==> config.mk <==
export PLATFORM = sky130hd
export DESIGN_NAME = lvds_check_sequencer
export DESIGN_NICKNAME = d
export VERILOG_FILES = /design/src/rtl/lvds_check_sequencer.sv
export SDC_FILE = /design/constraint.sdc
export NUM_CORES = 1
export LEC_CHECK = 0
export ABC_AREA = 0
export BUFFER_PORTS_ARGS = -buffer_cell sky130_fd_sc_hd__buf_2
export CORE_MARGIN = 2
export CORE_UTILIZATION = 24
export DETAILED_ROUTE_END_ITERATION = 16
export PLACE_DENSITY_LB_ADDON = 0.3
export SLEW_MARGIN = 25
export SYNTH_ARGS = -nofsm -noshare
export SYNTH_HDL_FRONTEND = slang
export SYNTH_SLANG_ARGS = --single-unit
==> constraint.sdc <==
create_clock -name clk_100Mz -period 2.1 [get_ports clk_100Mz]
set_input_delay 0.21 -clock clk_100Mz [delete_from_list [all_inputs] [get_ports clk_100Mz]]
set_output_delay 0.21 -clock clk_100Mz [all_outputs]
set_load 0.05 [all_outputs]
==> src/rtl/lvds_check_sequencer.sv <==
// rtl/lvds_check_sequencer.sv - steps the shared LVDS status checker through enabled channels
// Optional build macro: LVDS_SEQ_CONTINUOUS_EN (adds run_cont for back-to-back scans).
module lvds_check_sequencer #(
  parameter int N_CH         = 8,
  parameter int TICK_DIV     = 100,
  parameter int SETTLE_TICKS = 2,
  parameter int WINDOWS      = 8
) (
  input  logic            clk_100Mz,
  input  logic            rst_n,
  input  logic            start,
  input  logic [N_CH-1:0] ch_mask,
  input  logic            ready_in,
`ifdef LVDS_SEQ_CONTINUOUS_EN
  input  logic            run_cont,
`endif
  output logic [2:0]      ch_sel,
  output logic [2:0]      win_cnt,
  output logic            tick_1us,
  output logic            clr_meas,
  output logic            busy,
  output logic            done,
  output logic [N_CH-1:0] result
);

  localparam int DIV_W = $clog2(TICK_DIV + 1);
  localparam int IDX_W = (N_CH > 1) ? $clog2(N_CH) : 1;
  localparam logic [DIV_W-1:0] DIV_LAST    = DIV_W'(TICK_DIV - 1);
  localparam logic [3:0]       SETTLE_LAST = 4'(SETTLE_TICKS - 1);
  localparam logic [2:0]       WIN_LAST    = 3'(WINDOWS - 1);

  typedef enum logic [2:0] {IDLE, SETTLE, MEASURE, SAMPLE, DONE} state_t;

  state_t           state, state_nxt;
  logic [DIV_W-1:0] div_q, div_nxt;
  logic [3:0]       settle_q, settle_nxt;
  logic [N_CH-1:0]  mask_q, mask_nxt, result_nxt;
  logic [2:0]       ch_sel_nxt, win_nxt;
  logic             clr_nxt, launch, running;
  logic [3:0]       first_hit, next_hit;

  // Returns {found, index} of the lowest set bit of m at or above lo.
  function automatic logic [3:0] lowest_from(input logic [N_CH-1:0] m, input int lo);
    lowest_from = 4'b0;
    for (int i = N_CH - 1; i >= 0; i--)
      if (m[i] && i >= lo) lowest_from = {1'b1, 3'(i)};
  endfunction

  assign first_hit = lowest_from(ch_mask, 0);
  assign next_hit  = lowest_from(mask_q, int'(ch_sel) + 1);

  always_comb begin
    state_nxt  = state;
    ch_sel_nxt = ch_sel;
    win_nxt    = win_cnt;
    settle_nxt = settle_q;
    div_nxt    = div_q;
    result_nxt = result;
    mask_nxt   = mask_q;
    clr_nxt    = 1'b0;
    launch     = 1'b0;
    running    = (state == SETTLE) || (state == MEASURE);
    tick_1us   = running && (div_q == DIV_LAST);
    busy       = running || (state == SAMPLE);
    done       = (state == DONE);

    if (running) div_nxt = tick_1us ? '0 : div_q + DIV_W'(1);

    case (state)
      IDLE: if (start) launch = 1'b1;
      SETTLE: begin
        if (tick_1us) begin
          if (settle_q == SETTLE_LAST) begin
            state_nxt = MEASURE;
            win_nxt   = 3'd0;
          end else begin
            settle_nxt = settle_q + 4'd1;
          end
        end
      end
      MEASURE: begin
        if (tick_1us) begin
          if (win_cnt == WIN_LAST) state_nxt = SAMPLE;
          else                     win_nxt   = win_cnt + 3'd1;
        end
      end
      SAMPLE: begin
        result_nxt[ch_sel[IDX_W-1:0]] = ready_in;
        if (next_hit[3]) begin
          ch_sel_nxt = next_hit[2:0];
          clr_nxt    = 1'b1;
          div_nxt    = '0;
          settle_nxt = 4'd0;
          state_nxt  = SETTLE;
        end else begin
          state_nxt = DONE;
        end
      end
      DONE: begin
        state_nxt = IDLE;
`ifdef LVDS_SEQ_CONTINUOUS_EN
        if (run_cont) launch = 1'b1;
`endif
      end
      default: state_nxt = IDLE;
    endcase

    // A restart from DONE keeps the previous result; only a host start clears it.
    if (launch) begin
      mask_nxt   = ch_mask;
      div_nxt    = '0;
      settle_nxt = 4'd0;
      if (state == IDLE) result_nxt = '0;
      if (first_hit[3]) begin
        ch_sel_nxt = first_hit[2:0];
        clr_nxt    = 1'b1;
        state_nxt  = SETTLE;
      end else begin
        state_nxt = DONE;
      end
    end
  end

  always_ff @(posedge clk_100Mz or negedge rst_n) begin
    if (!rst_n) begin
      state    <= IDLE;
      ch_sel   <= 3'd0;
      win_cnt  <= 3'd0;
      settle_q <= 4'd0;
      div_q    <= '0;
      mask_q   <= '0;
      result   <= '0;
      clr_meas <= 1'b0;
    end else begin
      state    <= state_nxt;
      ch_sel   <= ch_sel_nxt;
      win_cnt  <= win_nxt;
      settle_q <= settle_nxt;
      div_q    <= div_nxt;
      mask_q   <= mask_nxt;
      result   <= result_nxt;
      clr_meas <= clr_nxt;
    end
  end

endmodule
# Word level (Yosys, flattened, before mapping)

Index checks and enable logic that the tools add are counted.

Register bits: 37
Word-level logic and storage cells: 113

Add/subtract/negate cells: 4
Magnitude comparators: 10
Eq/ne operators: 18
Mux-type cells: 55
Reduce and logical (&&, ||, !) cells: 18

Operator list:

| kind                | number |
|---|---|
| $mux 4              | 20 |
| $mux 3              | 15 |
| $mux 7              | 5 |
| $mux 8              | 3 |
| $ge 3x4->1 const A  | 4 |
| $ne 3x3->1 const B  | 4 |
| $pmux 3 s4          | 1 |
| $logic_and 1x1->1   | 10 |
| $reduce_and 5->1    | 2 |
| $bwmux 8            | 1 |
| $ge 1x4->1 const A  | 2 |
| $ge 2x4->1 const A  | 2 |
| $ne 2x2->1 const B  | 4 |
| $pmux 4 s2          | 1 |
| $add 7x1->7 const B | 1 |
| $eq 7x7->1 const B  | 1 |
| $mux 1              | 7 |
| $eq 3x2->1 const B  | 2 |
| $eq 3x3->1 const B  | 2 |
| $ne 3x2->1 const B  | 2 |
| $pmux 3 s2          | 1 |
| $add 3x1->4 const B | 1 |
| $add 4x1->4 const B | 1 |
| $eq 4x1->1 const B  | 1 |
| other kinds (11)    | 12 |

# Logic depth before layout (Yosys ltp)

Gate-level depths: netlist of the first run.

Depth in word-level cells: 15
Gate-level depth with buffers: 9
Depth with buffers taken out: 8

# Worst setup path after synthesis of the first run

No wires, ideal clock.

Kind: register to register
Start point: reg ch_sel[1]
End point: reg div_q[0]
Library setup time: 0.072 ns
Arrival time: 2.444 ns
Data required time: 2.028 ns
Slack: -0.415 ns
Cell stages (with the launch flop): 10
Period minus slack after synthesis: 2.515 ns
Cells stage by stage: dfrtp_1 buf_2 inv_1 ha_1 nand2b_1 o311ai_2 nand3_2 o21ai_2 or3b_1 nor2_1

Word-level cells in the longest chain between the ends: 14

Ends and longest elaborated chain:

| what                   | line | RTL |
|---|---|---|
| from (decl)            | 17   | `output logic [2:0] ch_sel,` |
| from (signal assigned) | 136  | `ch_sel <= ch_sel_nxt;` |
| $add 3x1->4 *          | 50   | `assign next_hit = lowest_from(mask_q, int'(ch_sel) + 1);` |
| $ge 3x4->1             | 46   | `if (m[i] && i >= lo) lowest_from = {1'b1, 3'(i)};` |
| $logic_and 1x1->1      | 46   |  |
| $mux 4 (7 in series)   | 46   |  |
| $mux 4 *               | 46   |  |
| $mux 7 *               | 89   | `if (next_hit[3]) begin` |
| $mux 7 *               | 69   | `case (state)` |
| $mux 7 *               | 109  | `if (launch) begin` |
| net div_nxt[0]         | 35   | `logic [DIV_W-1:0] div_q, div_nxt;` |
| to (signal assigned)   | 139  | `div_q <= div_nxt;` |
| to (decl)              | 35   |  |

The timed path passes the listed nets; every way through them passes the cells marked *.
A chain may end at the register's enable or synchronous reset.

# Worst setup path after layout of the first run

Start point: reg ch_sel[1]
End point: reg div_q[6]

The elaborated chain is that of the path after synthesis.

==> metrics.txt, run 1 <==
# TYPE chip_impl_metric gauge
chip_impl_info{name="run_status",value="finished, final reports clean"} 1
chip_impl_metric{name="period_share",unit="%"} 97.5
chip_impl_metric{name="vertical_extent_of_the_die",unit="µm"} 98.6
chip_impl_metric{name="grt_antenna_before_repair",unit=""} 0
chip_impl_metric{name="cts-buffers-inserted",unit=""} 5
chip_impl_info{name="hold_path.class",value="input port to register"} 1
chip_impl_metric{name="ant_nets",unit=""} 0
chip_impl_metric{name="filler_cell_count",unit=""} 924
chip_impl_metric{name="dieArea",unit="µm²"} 9710
chip_impl_metric{name="fmaxAchievable",unit="MHz"} 488
chip_impl_metric{name="synth-seq-area-share",unit="%"} 43.1
chip_impl_info{name="synth.most_common_cell",value="dfrtp_1"} 1
chip_impl_info{name="endpoint_kind",value="register"} 1
chip_impl_metric{name="synth-async-reset-ratio",unit="%"} 100
chip_impl_metric{name="detail_route.drc_violations",unit=""} 0
chip_impl_info{name="timing.hold.worst_endpoint",value="mask_q[5]"} 1
chip_impl_info{name="critical_path_type",value="register to register"} 1
chip_impl_metric{name="finClkSkew",unit="ps"} 9.03
chip_impl_metric{name="vias_per_cell",unit=""} 4.73
chip_impl_metric{name="multiInputGateArea",unit="µm²"} 1270
chip_impl_metric{name="final_nets",unit=""} 298
chip_impl_metric{name="synth-seq-cells",unit=""} 37
chip_impl_metric{name="netlist.area_leader.share",unit="%"} 43.1
chip_impl_metric{name="worst_ep_required_time",unit="ps"} 2340
chip_impl_metric{name="worst_pin_slew",unit="ps"} 577
chip_impl_metric{name="mappedNetlistNets",unit=""} 252
chip_impl_metric{name="postSynthAreaPerCell",unit="µm²"} 9.25
chip_impl_metric{name="synthesis.area",unit="µm²"} 2150
chip_impl_metric{name="report.final.hold_viol_count",unit=""} 0
chip_impl_metric{name="setup_viol",unit=""} 0
chip_impl_metric{name="synth_enable_flop_cells",unit=""} 0
chip_impl_metric{name="pin_count",unit=""} 30
chip_impl_metric{name="dp_hpwl",unit="µm"} 3990
chip_impl_metric{name="io_buffers",unit=""} 29
chip_impl_metric{name="post_drt_wl_per_cell",unit="µm"} 13.5
chip_impl_metric{name="wire_length_of_the_first_global_routing_pass",unit="µm"} 8890
chip_impl_metric{name="timing.hold.worst_path_depth",unit=""} 2
chip_impl_metric{name="cp_max_fo",unit=""} 6
chip_impl_metric{name="sum_of_routed_wire_length_over_all_layers",unit="µm"} 5240
chip_impl_metric{name="utilization",unit="%"} 32.3
chip_impl_metric{name="htree_levels",unit=""} 2
chip_impl_metric{name="synthesis.yosys.warnings",unit=""} 0
chip_impl_info{name="cp_launch_type",value="register"} 1
chip_impl_metric{name="track_usage",unit="%"} 11.2
chip_impl_metric{name="total_clock_sinks",unit=""} 37
chip_impl_metric{name="r2r_cells",unit=""} 8
chip_impl_info{name="synth.top_cells.by_area",value="dfrtp_1, nand2_1, nor2_1, ha_1, mux2i_1"} 1
chip_impl_metric{name="chipWidth",unit="µm"} 98.6
chip_impl_metric{name="cellPowerDensity",unit="nW/µm²"} 877
chip_impl_metric{name="area_growth",unit="%"} 30.6
chip_impl_info{name="r2r-end",value="div_q[6]"} 1
chip_impl_metric{name="seqCellArea",unit="µm²"} 931
chip_impl_metric{name="start_util",unit="%"} 24.7
chip_impl_metric{name="total_number_of_vias",unit=""} 1830
chip_impl_metric{name="core_region_area",unit="µm²"} 8680
chip_impl_info{name="synthFlopType",value="dfrtp_1"} 1
chip_impl_metric{name="cp_data_arrival_time",unit="ps"} 2280
chip_impl_metric{name="placement_rows",unit=""} 34
chip_impl_info{name="tritoncts_clock_tree",value="yes"} 1
chip_impl_metric{name="post_route_cell_area",unit="µm²"} 2800
chip_impl_metric{name="total_power_after_layout",unit="mW"} 2.46
chip_impl_info{name="clock-root-buffer",value="clkbuf_8"} 1
chip_impl_info{name="worstHoldStart",value="ch_mask[5]"} 1
chip_impl_metric{name="gp_weighted_congestion",unit=""} 0.797
chip_impl_metric{name="netlist_instances",unit=""} 232
chip_impl_metric{name="r2r_setup_slack",unit="ps"} 50
chip_impl_metric{name="diodes",unit=""} 0
chip_impl_metric{name="instance_area_at_placement",unit="µm²"} 2540
chip_impl_metric{name="drtPass1Iterations",unit=""} 4
chip_impl_metric{name="drv_slew",unit=""} 0
chip_impl_metric{name="cellLeakagePower",unit="nW"} 1.27
chip_impl_metric{name="layout-drive-gt1-share",unit="%"} 30.5
chip_impl_metric{name="grt-ovfl-total",unit=""} 0
chip_impl_info{name="rsz_0062_raised_after_global_routing",value="yes"} 1
chip_impl_metric{name="max_cap_viol_count",unit=""} 0
chip_impl_info{name="synth_largest_area_cell",value="dfrtp_1"} 1
chip_impl_metric{name="layout_min_cycle_time",unit="ps"} 2050
chip_impl_metric{name="first_global_vias",unit=""} 1812
chip_impl_metric{name="ir_worst_vdd",unit="mV"} 0.363
chip_impl_metric{name="ctsLongestPathBuffers",unit=""} 2
chip_impl_metric{name="maximum_number_of_pins_on_one_net_before_global_route_repair",unit=""} 19
chip_impl_metric{name="worstSkewPairLatency",unit="ps"} 300
chip_impl_metric{name="slew-limit-headroom",unit="%"} 61.2
chip_impl_metric{name="clkTransAtPathRegs",unit="ps"} 80
chip_impl_metric{name="initialDrtViolationCount",unit=""} 73
chip_impl_metric{name="synth.lib_cells_used.distinct",unit=""} 50
chip_impl_info{name="timing.rr.start",value="ch_sel[1]"} 1
chip_impl_info{name="synth.top_cells.by_count",value="dfrtp_1, nand2_1, nor2_1, a21oi_1, nand3_1"} 1
-- how the worst max path moves through the flow --
stage / end / from / slack (ps) / cells past startpoint
floorplan: div_q[0] / ch_sel[1] / -120 / 9
global placement: div_q[5] / ch_sel[0] / 20 / 7
detailed placement: div_q[5] / ch_sel[0] / -60 / 7
CTS: div_q[6] / ch_sel[1] / 10 / 7
global route: div_q[5] / ch_sel[1] / -60 / 8
finish: div_q[6] / ch_sel[1] / 50 / 8
-- sequential cells by signal, summed over array words and instances (netlist names) --
name	flops
clr_meas	1
ch_sel	3
win_cnt	3
result	8
state	3
mask_q	8
div_q	7
settle_q	4
-- through the flow --
stage | hold slack [ps] | instances | setup TNS, ps | setup slack, ps
4_1_cts | 194 | 383 | 0 | 14.5
3_3_place_gp | 83.5 | 374 | 0 | 20.8
3_5_place_dp | 83.7 | 374 | -119 | -56.3
6_report | 202 | 387 | 0 | 51.8
2_1_floorplan | -85.6 | 232 | -352 | -117
5_1_grt | 216 | 387 | -172 | -57.8
-- cell type report --
cell class / instances / area share, %
Clock buffer: 5 / 2.46
Sequential cell: 37 / 33.2
Clock inverter: 3 / 2.32
Inverter: 7 / 1.03
Multi-Input combinational cell: 178 / 45.3
Tap cell: 108 / 4.82
Timing Repair Buffer: 49 / 10.9
-- report_power, final --
part           switching (mW)  leakage [nW]  internal [mW]  total (mW)
sequential              0.135         0.468          0.840       0.975
combinational           0.399         0.730          0.345       0.744
clock                   0.266        0.0681          0.472       0.738
total                   0.801          1.27           1.66        2.46
-- timing repair --
action,CTS,global route
hold endpoints to repair,8,0
endpoints found under the setup margin,7,12
resized for setup,4,11
pin swaps,2,6
hold buffers,1,0
buffers inserted,0,4
-- placed cells by master, fill, tap and decap left out, types with 5 or more instances in the layout --
master and count:
buf_2 28, ha_1 5, nand3_1 10, nor3_1 5, nor2_1 26, inv_1 6
dfrtp_1 33, buf_4 19, a21oi_1 12, mux2_2 6, mux2i_1 9, nand2_1 26
clkbuf_8 5
-- cells by family (layout without fill, tap and decap cells) --
| kind of cell | count (synthesis) | in the layout | synth area share (%) |
|---|---|---|---|
| compound gates | 49 | 49 | 15.8 |
| fa+ha+maj | 8 | 8 | 4.66 |
| buf+inv | 17 | 64 | 3.27 |
| xor+xnor | 8 | 8 | 3.27 |
| simple gates | 98 | 98 | 22.5 |
| mux | 15 | 15 | 7.35 |
| flops | 37 | 37 | 43.1 |
-- worst max-delay path, cell delays in order (launching register included) --
cell	delay [ps]
dfrtp_2	460
inv_4	60
ha_4	150
nand2b_4	160
o311ai_4	320
nand3_2	170
o21ai_2	160
or3b_4	410
nor2_2	110
-- routing by layer --
metal	track usage [%]	vias up	wire length [µm]
met4	2.53	0	48
met1	14.6	872	2500
met3	2.91	5	202
met5	0	-	0
met2	18.6	32	2490
li1	-	921	-
No activity file was read; power rests on OpenSTA's default activity.
==> inputs of run 2 (changes only) <==
Settings changed: REMOVE_ABC_BUFFERS set to 1.
==> metrics.txt, run 2 (synthesis gave the netlist of run 1 again) <==
# TYPE chip_impl_metric gauge
chip_impl_info{name="crit_chain",value="ha_2 > xnor2_2 > o211ai_1 > buf_4 > nand3_4 > o21ai_2 > or3b_4 > nor2_1"} 1
chip_impl_metric{name="grt_antenna_before_repair",unit=""} 0
chip_impl_metric{name="timing.hold.ws",unit="ps"} 18.7
chip_impl_metric{name="slew-limit-headroom",unit="%"} 43.8
chip_impl_metric{name="sum_of_routed_wire_length_over_all_layers",unit="µm"} 5580
chip_impl_metric{name="ctsLongestPathBuffers",unit=""} 2
chip_impl_metric{name="cp_max_fo",unit=""} 5
chip_impl_metric{name="period_share",unit="%"} 97.3
chip_impl_metric{name="cellPowerDensity",unit="nW/µm²"} 819
chip_impl_info{name="commonest_non_fill_non_tap_cells_in_the_layout",value="dfrtp_1, buf_2, buf_4"} 1
chip_impl_metric{name="report.final.hold_viol_count",unit=""} 0
chip_impl_info{name="mostFrequentLayoutCell",value="dfrtp_1"} 1
chip_impl_info{name="run_status",value="finished, final reports clean"} 1
chip_impl_metric{name="wire_length_of_the_first_global_routing_pass",unit="µm"} 9420
chip_impl_metric{name="layout-drive-gt1-share",unit="%"} 31.3
chip_impl_metric{name="worstSkewPairLatency",unit="ps"} 290
chip_impl_metric{name="total_power_after_layout",unit="mW"} 2.27
chip_impl_metric{name="multiInputGateArea",unit="µm²"} 1250
chip_impl_info{name="endpoint_kind",value="register"} 1
chip_impl_metric{name="pin_count",unit=""} 30
chip_impl_metric{name="utilization",unit="%"} 31.9
chip_impl_metric{name="layout_min_cycle_time",unit="ps"} 2040
chip_impl_info{name="largestRegisters",value="mask_q x8, result x8, div_q x7"} 1
chip_impl_metric{name="grt-ovfl-total",unit=""} 0
chip_impl_metric{name="ant_nets",unit=""} 0
chip_impl_metric{name="post_drt_wl_per_cell",unit="µm"} 14.2
chip_impl_info{name="timing.rr.start",value="ch_sel[1]"} 1
chip_impl_metric{name="drv_slew",unit=""} 0
chip_impl_info{name="clock-root-buffer",value="clkbuf_8"} 1
chip_impl_metric{name="worst_ep_required_time",unit="ps"} 2330
chip_impl_metric{name="gp_weighted_congestion",unit=""} 0.894
chip_impl_metric{name="vertical_extent_of_the_die",unit="µm"} 98.6
chip_impl_metric{name="cts-buffers-inserted",unit=""} 5
chip_impl_metric{name="instance_area_at_placement",unit="µm²"} 2540
chip_impl_metric{name="r2r_cells",unit=""} 8
chip_impl_metric{name="finClkSkew",unit="ps"} 6.00
chip_impl_metric{name="track_usage",unit="%"} 12.0
chip_impl_metric{name="detail_route.drc_violations",unit=""} 0
chip_impl_metric{name="maximum_number_of_pins_on_one_net_before_global_route_repair",unit=""} 38
chip_impl_metric{name="r2r_setup_slack",unit="ps"} 60
chip_impl_metric{name="total_clock_sinks",unit=""} 37
chip_impl_metric{name="first_global_vias",unit=""} 1881
chip_impl_info{name="cp_launch_type",value="register"} 1
chip_impl_info{name="rsz_0062_raised_after_global_routing",value="yes"} 1
chip_impl_metric{name="filler_cell_count",unit=""} 923
chip_impl_metric{name="start_util",unit="%"} 24.7
chip_impl_info{name="tritoncts_clock_tree",value="yes"} 1
chip_impl_metric{name="dp_hpwl",unit="µm"} 3950
chip_impl_metric{name="vias_per_cell",unit=""} 4.68
chip_impl_metric{name="diodes",unit=""} 0
chip_impl_metric{name="cellLeakagePower",unit="nW"} 1.27
chip_impl_metric{name="dieArea",unit="µm²"} 9710
chip_impl_metric{name="cts_hold_repair.buffers",unit=""} 0
chip_impl_metric{name="total_number_of_vias",unit=""} 1836
chip_impl_metric{name="htree_levels",unit=""} 2
chip_impl_metric{name="cp_data_arrival_time",unit="ps"} 2270
chip_impl_metric{name="drtPass1Iterations",unit=""} 4
chip_impl_metric{name="seqCellArea",unit="µm²"} 928
chip_impl_info{name="cpMaxStageDelayCell",value="dfrtp_2"} 1
chip_impl_metric{name="worst_pin_slew",unit="ps"} 843
chip_impl_metric{name="chipWidth",unit="µm"} 98.6
chip_impl_info{name="critical_path_type",value="register to register"} 1
chip_impl_metric{name="io_buffers",unit=""} 29
chip_impl_metric{name="fmaxAchievable",unit="MHz"} 489
chip_impl_metric{name="ir_worst_vdd",unit="mV"} 0.290
chip_impl_metric{name="initialDrtViolationCount",unit=""} 40
chip_impl_metric{name="final_nets",unit=""} 304
chip_impl_metric{name="max_stage_delay",unit="ps"} 440
chip_impl_metric{name="clkTransAtPathRegs",unit="ps"} 80
chip_impl_metric{name="max_cap_viol_count",unit=""} 0
chip_impl_metric{name="core_region_area",unit="µm²"} 8680
chip_impl_metric{name="placement_rows",unit=""} 34
chip_impl_info{name="hold_path.class",value="input port to asynchronous set/reset pin"} 1
chip_impl_metric{name="area_growth",unit="%"} 29.2
chip_impl_metric{name="setup_tns",unit="ps"} 0
chip_impl_info{name="r2r-end",value="div_q[6]"} 1
chip_impl_metric{name="setup_viol",unit=""} 0
chip_impl_metric{name="post_route_cell_area",unit="µm²"} 2770
## run 2: cell types whose count changed in the layout (fill, tap and decap cells not counted), sizes merged
| cell | previous run | this run |
|---|---|---|
| buf | 48 | 55 |
| clkinv | 1 | 0 |
| clkbuf | 5 | 7 |
| dlygate4sd3 | 1 | 0 |
| bufinv | 2 | 0 |
## run 2: layout make-up
cell class | instances | area share, %
inverter | 7 | 0.948
sequential | 37 | 33.5
multi-input combinational | 178 | 45.2
tap | 108 | 4.87
timing repair buffer | 55 | 12.4
clock buffer | 7 | 3.11
## run 2: through the flow
step           instances  worst slack (ps)
2_1_floorplan        222             -1640
3_3_place_gp         379              41.1
3_5_place_dp         379             -14.9
4_1_cts              389             0.827
5_1_grt              392             -54.8
6_report             392              56.3
## run 2: what timing repair did
item,in CTS,in global routing
gates cloned,0,0
endpoints found under the hold margin,0,0
setup endpoints to repair,8,15
gates resized for setup,7,14
buffers inserted,3,3
pin swaps,3,4
## run 2: critical path: cells and delay by family (launching register included)
kind	cells	cell delay, ps
AO/OA/AOI/OAI	2	390
XOR/XNOR	1	170
adder cells (fa/ha/maj)	1	210
buffers and inverters	1	180
flip-flops	1	440
AND/OR/NAND/NOR	3	600
## run 2: report_power, final
group / internal (mW) / total (mW) / switching [mW]
sequential: 0.838 / 0.970 / 0.131
clock: 0.261 / 0.517 / 0.256
combinational: 0.363 / 0.783 / 0.421
## run 2: how the worst max path moves through the flow
stage / start / to / cells after the start
finish: ch_sel[1] / div_q[6] / 8
global route: ch_sel[0] / div_q[0] / 8
CTS: ch_sel[1] / div_q[0] / 8
detailed placement: ch_sel[0] / settle_q[3] / 7
global placement: ch_sel[0] / settle_q[3] / 7
floorplan: state[0] / settle_q[3] / 6
## run 2: metal layers
| metal | GRT usage, % | share of wire, % | routed length, µm | vias to the layer above |
|---|---|---|---|---|
| li1 | - | - | - | 928 |
| met1 | 15.9 | 47 | 2630 | 870 |
| met2 | 19.8 | 48 | 2690 | 29 |
| met3 | 2.91 | 3.2 | 180 | 9 |
| met4 | 3.06 | 1.4 | 79 | 0 |
| met5 | 0 | 0 | 0 | - |
